**config.mk**
```make
export PLATFORM = sky130hd
export DESIGN_NAME = matvec_seq_flat
export DESIGN_NICKNAME = d
export VERILOG_FILES = /design/src/rtl/matvec_pkg.sv /design/src/rtl/matvec_if.sv /design/src/rtl/matvec_seq_mac_unit.sv /design/src/rtl/matvec_seq.sv /design/src/flat_wrapper.sv
export SDC_FILE = /design/constraint.sdc
export NUM_CORES = 1
export LEC_CHECK = 0
export ABC_AREA = 1
export CORE_ASPECT_RATIO = 0.8
export CORE_MARGIN = 5
export CORE_UTILIZATION = 31
export DETAILED_ROUTE_END_ITERATION = 8
export GPL_ROUTABILITY_DRIVEN = 0
export PLACE_DENSITY_LB_ADDON = 0.12
export SETUP_SLACK_MARGIN = 0.3
export SLEW_MARGIN = 10
export SYNTH_ARGS = -nofsm -noshare
export SYNTH_HDL_FRONTEND = slang
export SYNTH_SLANG_ARGS = --single-unit
```
**constraint.sdc**
```tcl
create_clock -name clk -period 9.9 [get_ports clk]
set_clock_uncertainty 0.05 [all_clocks]
set_input_delay 1.98 -clock clk [delete_from_list [all_inputs] [get_ports clk]]
set_output_delay 1.98 -clock clk [all_outputs]
set_load 0.03 [all_outputs]
```
**src/rtl/matvec_pkg.sv**
```systemverilog
// Shared types and helpers for the sequential matrix-vector multiplier.
package matvec_pkg;

    typedef enum logic [1:0] {
        IDLE = 2'd0,
        BUSY = 2'd1,
        DONE = 2'd2
    } state_t;

    // Width that holds a COLS-term sum of DW x DW products with no wrap.
    function automatic int acc_width(input int dw, input int cols);
        return 2 * dw + $clog2(cols) + 1;
    endfunction

endpackage

```
**src/rtl/matvec_if.sv**
```systemverilog
// Operand/result handshake bundle between the source/consumer (master) and the multiplier (slave).
interface matvec_if #(
    parameter int ROWS = 3,
    parameter int COLS = 3,
    parameter int DW   = 8,
    parameter int AW   = matvec_pkg::acc_width(DW, COLS)
);
    logic                      in_valid;
    logic                      in_ready;
    logic                      in_signed;
    logic [ROWS*COLS*DW-1:0]   mat;
    logic [COLS*DW-1:0]        vec;
    logic                      out_valid;
    logic                      out_ready;
    logic [ROWS*AW-1:0]        result;

    modport master (
        output in_valid, in_signed, mat, vec, out_ready,
        input  in_ready, out_valid, result
    );

    modport slave (
        input  in_valid, in_signed, mat, vec, out_ready,
        output in_ready, out_valid, result
    );
endinterface

```
**src/rtl/matvec_seq_mac_unit.sv**
```systemverilog
// Shared multiply-accumulate: registered accumulator plus combinational acc + a*b.
module mac_unit #(
    parameter int DW = 8,
    parameter int AW = 19
) (
    input  logic          clk,
    input  logic          rst_n,
    input  logic          clr,
    input  logic          en,
    input  logic          last,
    input  logic          is_signed,
    input  logic [DW-1:0] a,
    input  logic [DW-1:0] b,
    output logic [AW-1:0] sum
);
    logic signed [2*DW-1:0] prod_s;
    logic        [2*DW-1:0] prod_u;
    logic        [AW-1:0]   prod_ext;
    logic        [AW-1:0]   acc_reg;

    assign prod_s   = $signed(a) * $signed(b);
    assign prod_u   = a * b;
    assign prod_ext = is_signed ? {{(AW-2*DW){prod_s[2*DW-1]}}, prod_s}
                                : {{(AW-2*DW){1'b0}}, prod_u};
    assign sum      = acc_reg + prod_ext;

    // The last term of a row goes straight out through sum, so the accumulator restarts at zero.
    always_ff @(posedge clk or negedge rst_n) begin
        if (!rst_n) begin
            acc_reg <= '0;
        end else if (clr) begin
            acc_reg <= '0;
        end else if (en) begin
            acc_reg <= last ? '0 : sum;
        end
    end
endmodule

```
**src/rtl/matvec_seq.sv**
```systemverilog
// Sequential y = M * v using one shared MAC, one product per cycle, valid/ready on both sides.
module matvec_seq
    import matvec_pkg::*;
#(
    parameter int ROWS = 3,
    parameter int COLS = 3,
    parameter int DW   = 8,
    parameter int AW   = acc_width(DW, COLS)
) (
    input  logic        clk,
    input  logic        rst_n,
    input  logic        abort,
    output logic        busy,
    matvec_if.slave     bus
);
    localparam int RW = (ROWS > 1) ? $clog2(ROWS) : 1;
    localparam int CW = (COLS > 1) ? $clog2(COLS) : 1;

    state_t                  state_reg, state_next;
    logic [RW-1:0]           row_reg;
    logic [CW-1:0]           col_reg;
    logic [ROWS*COLS*DW-1:0] mat_reg;
    logic [COLS*DW-1:0]      vec_reg;
    logic                    signed_reg;
    logic [AW-1:0]           result_reg [ROWS];

    logic          capture, step, last_col, last_row;
    logic [DW-1:0] m_elem, v_elem;
    logic [AW-1:0] mac_sum;

    assign capture  = (state_reg == IDLE) && bus.in_valid;
    assign step     = (state_reg == BUSY) && !abort;
    assign last_col = (col_reg == CW'(COLS - 1));
    assign last_row = (row_reg == RW'(ROWS - 1));

    assign m_elem = mat_reg[(int'(row_reg) * COLS + int'(col_reg)) * DW +: DW];
    assign v_elem = vec_reg[int'(col_reg) * DW +: DW];

    assign bus.in_ready  = (state_reg == IDLE);
    assign bus.out_valid = (state_reg == DONE);
    assign busy          = (state_reg == BUSY);

    always_ff @(posedge clk or negedge rst_n) begin
        if (!rst_n) begin
            state_reg <= IDLE;
        end else begin
            state_reg <= state_next;
        end
    end

    always_comb begin
        state_next = state_reg;
        case (state_reg)
            IDLE:    if (bus.in_valid) state_next = BUSY;
            BUSY: begin
                if (abort)                     state_next = IDLE;
                else if (last_row && last_col) state_next = DONE;
            end
            DONE:    if (bus.out_ready) state_next = IDLE;
            default: state_next = IDLE;
        endcase
    end

    always_ff @(posedge clk or negedge rst_n) begin
        if (!rst_n) begin
            row_reg    <= '0;
            col_reg    <= '0;
            mat_reg    <= '0;
            vec_reg    <= '0;
            signed_reg <= 1'b0;
        end else if (capture) begin
            row_reg    <= '0;
            col_reg    <= '0;
            mat_reg    <= bus.mat;
            vec_reg    <= bus.vec;
            signed_reg <= bus.in_signed;
        end else if (state_reg == BUSY && abort) begin
            row_reg <= '0;
            col_reg <= '0;
        end else if (step) begin
            if (last_col) begin
                col_reg <= '0;
                row_reg <= last_row ? '0 : row_reg + 1'b1;
            end else begin
                col_reg <= col_reg + 1'b1;
            end
        end
    end

    mac_unit #(.DW(DW), .AW(AW)) u_mac (
        .clk       (clk),
        .rst_n     (rst_n),
        .clr       (capture || (state_reg == BUSY && abort)),
        .en        (step),
        .last      (last_col),
        .is_signed (signed_reg),
        .a         (m_elem),
        .b         (v_elem),
        .sum       (mac_sum)
    );

    // Each row register loads on the final column of its own row only.
    genvar gi;
    generate
        for (gi = 0; gi < ROWS; gi++) begin : g_row
            always_ff @(posedge clk or negedge rst_n) begin
                if (!rst_n) begin
                    result_reg[gi] <= '0;
                end else if (step && last_col && row_reg == RW'(gi)) begin
                    result_reg[gi] <= mac_sum;
                end
            end
            assign bus.result[gi*AW +: AW] = result_reg[gi];
        end
    endgenerate
endmodule

```
**src/flat_wrapper.sv**
```systemverilog
// flat-port wrapper written by rule: the top's interface ports become plain ports
module matvec_seq_flat import matvec_pkg::*;
#(
    parameter int ROWS = 3,
    parameter int COLS = 3,
    parameter int DW   = 8,
    parameter int AW   = acc_width(DW, COLS)
)
  (clk, rst_n, abort, busy, bus_in_valid, bus_in_signed, bus_mat, bus_vec, bus_out_ready, bus_in_ready, bus_out_valid, bus_result);
  matvec_if #(.ROWS(ROWS), .COLS(COLS), .DW(DW), .AW(AW)) bus_i ();
  input  logic clk;
  input  logic rst_n;
  input  logic abort;
  output logic busy;
  input wire logic [$bits(bus_i.in_valid)-1:0] bus_in_valid;
  input wire logic [$bits(bus_i.in_signed)-1:0] bus_in_signed;
  input wire logic [$bits(bus_i.mat)-1:0] bus_mat;
  input wire logic [$bits(bus_i.vec)-1:0] bus_vec;
  input wire logic [$bits(bus_i.out_ready)-1:0] bus_out_ready;
  output wire logic [$bits(bus_i.in_ready)-1:0] bus_in_ready;
  output wire logic [$bits(bus_i.out_valid)-1:0] bus_out_valid;
  output wire logic [$bits(bus_i.result)-1:0] bus_result;
  assign bus_i.in_valid = bus_in_valid;
  assign bus_i.in_signed = bus_in_signed;
  assign bus_i.mat = bus_mat;
  assign bus_i.vec = bus_vec;
  assign bus_i.out_ready = bus_out_ready;
  assign bus_in_ready = bus_i.in_ready;
  assign bus_out_valid = bus_i.out_valid;
  assign bus_result = bus_i.result;
  matvec_seq #(.ROWS(ROWS), .COLS(COLS), .DW(DW), .AW(AW)) u_core (.clk(clk), .rst_n(rst_n), .abort(abort), .busy(busy), .bus(bus_i));
endmodule
```
# Word level (Yosys, flattened, before mapping)
# Cells that the tools add are included.
# totals
reg_bits	179
mem_count	0
output_inout_bits	60
latch_bits	0
romBits	0
ram_bits	0
in_bits	102
word_cells	62
# classes
n_bitwise	0
div	0
reduce_logical	17
shift	2
order_cmp	0
multipliers	3
n_eq_ne	8
n_mux	18
addsub	4
# ops
cell	n
2-to-1 mux 19 bit	4
indexed part select 72 x 32 -> 8 bit	1
multiplier 8 x 8 -> 16 bit	2
adder 29 x 3 -> 29 bit	1
2-to-1 mux 2 bit	13
indexed part select 24 x 6 -> 8 bit	1
adder 19 bit	1
logical AND 1 bit	8
equality test 2 bit, second input constant	3
one-hot mux 2 bit (3 select lines)	1
nonzero test 3 bit	2
adder 2 x 1 -> 2 bit, second input constant	2
equality test 2 x 1 -> 1 bit, second input constant	2
zero test 2 bit	2
multiplier 2 x 2 -> 4 bit, second input constant	1
inequality test 2 bit, second input constant	2
inequality test 3 x 2 -> 1 bit, second input constant	1
AND reduction 3 bit	1
AND reduction 2 bit	1
nonzero test 2 bit	1
zero test 1 bit	1
logical OR 1 bit	1

# Longest topological paths before layout
# logic_depth
ltp_word	9
ltp_mapped	45
depth_no_buf	44

# Cells and area by module
# From an unflattened synthesis, not the netlist that was laid out.
# unflattened
hier_cells	1642
area_unflattened_um2	13554.2
# modules_own_cells
module	seq_area_each_um2	cells_per_inst	instances	area_each_um2
matvec_seq	4003.8	767	1	7347.0
mac_unit	475.5	875	1	6207.2

# Worst setup path after synthesis
# OpenSTA, ideal clock, no wires.
# synth_timing
path_type	reg2reg
startpoint	register u_core.row_reg[0]
endpoint	register u_core.result_reg, in the netlist u_core.bus.result[17]
path_buffers	2
t_required_ps	9731
slack_ps	2800
setup_time_ps	119
arrival_time_ps	6932
period_less_slack_ps	7100
path_stages_with_launch	38
path_cell_list	dfrtp_1 > inv_1 > ha_1 > inv_1 > fa_1 > buf_2 > inv_2 > buf_4 > nand2_1 > a21oi_1 > o311ai_1 > nand2_1 > inv_1 > nor2_1 > fa_1 > inv_1 > fa_1 > inv_1 > [... 2 more ...] > fa_1 > inv_1 > ha_1 > a21oi_1 > nand2_1 > nand4_1 > nand3_1 > or2_2 > a21oi_1 > a21oi_1 > ha_1 > nand2_1 > nor4_1 > nand4_1 > nand3_1 > nand2_1 > nand3_1 > nand2_1
# synth_via
elab_chain_cells	6
elab_cells_between_ends	9
classes_between	add/sub (2); mul (3); shift (1); mux (1); reduce/logical (2)
# synth_lines
element	line	text
start, declared	matvec_seq.sv:20	logic [RW-1:0] row_reg;
start signal, assigned	matvec_seq.sv:83	row_reg <= last_row ? '0 : row_reg + 1'b1;
multiplier 2 x 2 -> 4 bit	matvec_seq.sv:36	assign m_elem = mat_reg[(int'(row_reg) * COLS + int'(col_reg)) * DW +: DW];
adder 29 x 3 -> 29 bit	matvec_seq.sv:36	
indexed part select 72 x 32 -> 8 bit	matvec_seq.sv:36	
multiplier 8 x 8 -> 16 bit, on equally long branches	matvec_seq_mac_unit.sv:22, matvec_seq_mac_unit.sv:21	
2-to-1 mux 19 bit	matvec_seq_mac_unit.sv:23	assign prod_ext = is_signed ? {{(AW-2*DW){prod_s[2*DW-1]}}, prod_s}
adder 19 bit	matvec_seq_mac_unit.sv:25	assign sum = acc_reg + prod_ext;
end signal, assigned by index	matvec_seq.sv:110	result_reg[gi] <= mac_sum;
end, declared	matvec_seq.sv:25	logic [AW-1:0] result_reg [ROWS];
# Parallel ways exist; a longest one is shown, timed or not.
# A chain may end at the register's enable or synchronous reset.

# Worst setup path in the final report
# layout_timing
startpoint	register u_core.row_reg[0]
endpoint	register u_core.result_reg, in the netlist u_core.bus.result[36]
# Same word-level chain as after synthesis.

==> flow_summary.yaml <==
clock_network:
  cts.sinks: 179
  clockBufferDepth: 2
  htree_num_levels: 4
  path_clk_slew_ns: 0.07
  clock-root-buffer: "clkbuf_16"
  post_cts_resized: 0
  cts_tree: "done"
  clkLatencyLatePin_ns: 0.46
  cts-buffers-inserted: 17
  post_cts_buffers: 0
  holdBufCountCts: 0
timing:
  worst_slew_pin_slew_ns: 0.900
  period_share_pct: 84.0
  setup_tns_ns: 0
  drv_slew: 0
  hold_viol: 0
  setup_viol_count_final: 0
  period_needed_ns: 8.31
  max_freq_mhz: 120
  fin_ws_ns: 1.59
  rsz0062_at_grt: "false"
  maxSlewHeadroom_pct: 40.0
die:
  row_count: 67
  dieWidth_um: 239
  start_util_pct: 31.2
  core-area_um2: 41700
  ios: 162
  fp.dieH_um: 193
  die-area_um2: 46200
run_status:
  status: "completed"
global_routing:
  gr-total-overflow: 0
  antenna_found_initial: 0
  grt.met1_usage_pct: 24.9
  grt_pass1_vias: 10800
  top_usage_layer: "met2"
  grt_usage_pct: 16.7
  use_met3_pct: 3.65
  grt_max_degree: 75
  grt_pass1_wl_um: 60700
  met2_usage_pct: 25.2
synthesis:
  postSynthAreaPerCell_um2: 8.90
  synthCells: 1461
  synthTopCellsByCount: "nand2_1, inv_1, dfrtp_1"
  ys.flop_type: "dfrtp_1"
  synthDistinctLibCells: 55
  synth-seq-cells: 179
  syn_area_um2: 13000
  ys_seq_area_share_pct: 34.4
  async_reset_ff_share_pct: 100
  synth_top_area_share_pct: 34.4
  synth_edf_count: 0
  post-synth-top-count-cell: "nand2_1"
  yosys_warnings: 0
  synth_top_area_cell: "dfrtp_1"
  synth_area_leaders: "dfrtp_1, fa_1, nand2_1"
  synth_nets: 1733
critical_path:
  r2r_end: "u_core.bus.result[36]$_DFFE_PN0P_"
  critPathCaptureType: "flop"
  reg2reg_depth: 37
  start_kind: "flop"
  critical_path_class: "reg2reg"
  cp_data_required_time_ns: 10.20
  worstPathMaxFanout: 16
  crit_path_start: "u_core.row_reg[0]$_DFFE_PN0P_"
  crit_slowest_cell: "o311ai_1"
  cp_common_cell: "nand2_1"
  slowest_delay_ns: 0.59
  reg2reg_slack_ns: 1.59
  r2r-start: "u_core.row_reg[0]$_DFFE_PN0P_"
  worstPathArrival_ns: 8.62
min_path:
  min_path_type: "reg2reg"
  hold_path_depth: 2
  hold_path_startpoint: "u_core.bus.result[53]$_DFFE_PN0P_"
  hold_end: "u_core.bus.result[53]$_DFFE_PN0P_"
route:
  wl_per_cell_um: 17.1
  vias: 10200
  detail_route.iter0.violations: 610
  drtPass1Iterations: 5
  drcViolationCount: 0
  via_per_inst: 4.69
  antenna_left: 0
  drt-total-wl_um: 37200
cells_and_area:
  syn2layout_area_growth_pct: 21.6
  diodes: 0
  n_fill_cell: 4236
  largest_reg_flops: 72
  final_nets: 1885
  drive_gt1_share_pct: 12.2
flow_run:
  cap_violations: 0
placed_design:
  place_ws_ns: 1.61
  dp.final_hpwl_um: 29600
  io_buffers: 161
-- worst max path at each step --
stage                                              endpoint  cells past startpoint
after global routing      u_core.bus.result[56]$_DFFE_PN0P_                     39
after CTS                 u_core.bus.result[36]$_DFFE_PN0P_                     36
after global placement    u_core.bus.result[37]$_DFFE_PN0P_                     38
final                     u_core.bus.result[36]$_DFFE_PN0P_                     37
after floorplan           u_core.bus.result[17]$_DFFE_PN0P_                     37
after detailed placement  u_core.bus.result[36]$_DFFE_PN0P_                     36
-- cell type report --
type                       count  area [um2]  area share (%)
tap                          552         691            4.37
clock buffer                  17         425            2.69
inverter                     240         906            5.73
multi-input combinational   1005        7440            47.1
timing repair buffer         170        1680            10.6
clock inverter                15         184            1.16
sequential                   179        4480            28.3
-- kinds of logic (layout without fill, tap and decap cells) --
family | after synthesis | after routing | share of synthesized area [%]
compound gates | 210 | 210 | 9.63
xor+xnor | 13 | 13 | 1.08
fa+ha+maj | 170 | 170 | 21.4
buf+inv | 277 | 442 | 8.41
flops | 179 | 179 | 34.4
mux | 94 | 94 | 8.14
simple gates | 518 | 518 | 16.9
-- stage by stage --
stage	cells	hold WS (ns)	utilization [%]	area [um2]
floorplan	1461	0.406	-	13000
detailed placement	2146	0.416	36.5	15200
global route	2178	0.459	37.9	15800
finish	2178	0.433	37.9	15800
global placement	2146	0.418	36.5	15200
CTS	2178	0.436	37.9	15800
-- metal layers --
metal	vias to the layer above	wire length (um)
met4	0	361
met1	5036	19300
li1	5011	-
met5	-	0
met2	148	16200
met3	23	1350
-- critical path, delay by kind of cell, from the launching register on --
kind	cells	cell delay (ns)
compound gates	4	0.94
flops	1	0.41
buf+inv	7	0.58
simple gates	18	2.63
fa+ha+maj	8	3.56
-- layout by cell type (no fill, tap or decap), types with 4 or more instances in the layout --
| master | n |
|---|---|
| a21oi_1 | 84 |
| a21oi_2 | 5 |
| a22oi_1 | 8 |
| buf_4 | 9 |
| clkbuf_16 | 17 |
| clkdlybuf4s50_1 | 160 |
| clkinv_1 | 5 |
| dfrtp_1 | 179 |
| fa_1 | 87 |
| ha_1 | 83 |
| inv_1 | 219 |
| inv_2 | 13 |
| inv_8 | 5 |
| mux2_2 | 94 |
| nand2_1 | 315 |
| nand2_2 | 7 |
| nand3_1 | 74 |
| nand4_1 | 10 |
| nor2_1 | 77 |
| nor2_2 | 13 |
| nor2_4 | 4 |
| nor3_1 | 4 |
| o21a_1 | 5 |
| o21ai_0 | 67 |
| o21bai_1 | 7 |
| o22ai_1 | 4 |
| o311ai_1 | 6 |
| o31ai_1 | 5 |
| or2_2 | 6 |
| xnor2_1 | 8 |
Power is left out: the tool's default activity adds up to more than one toggle a clock period on the data nets, which glitch-free logic cannot reach.
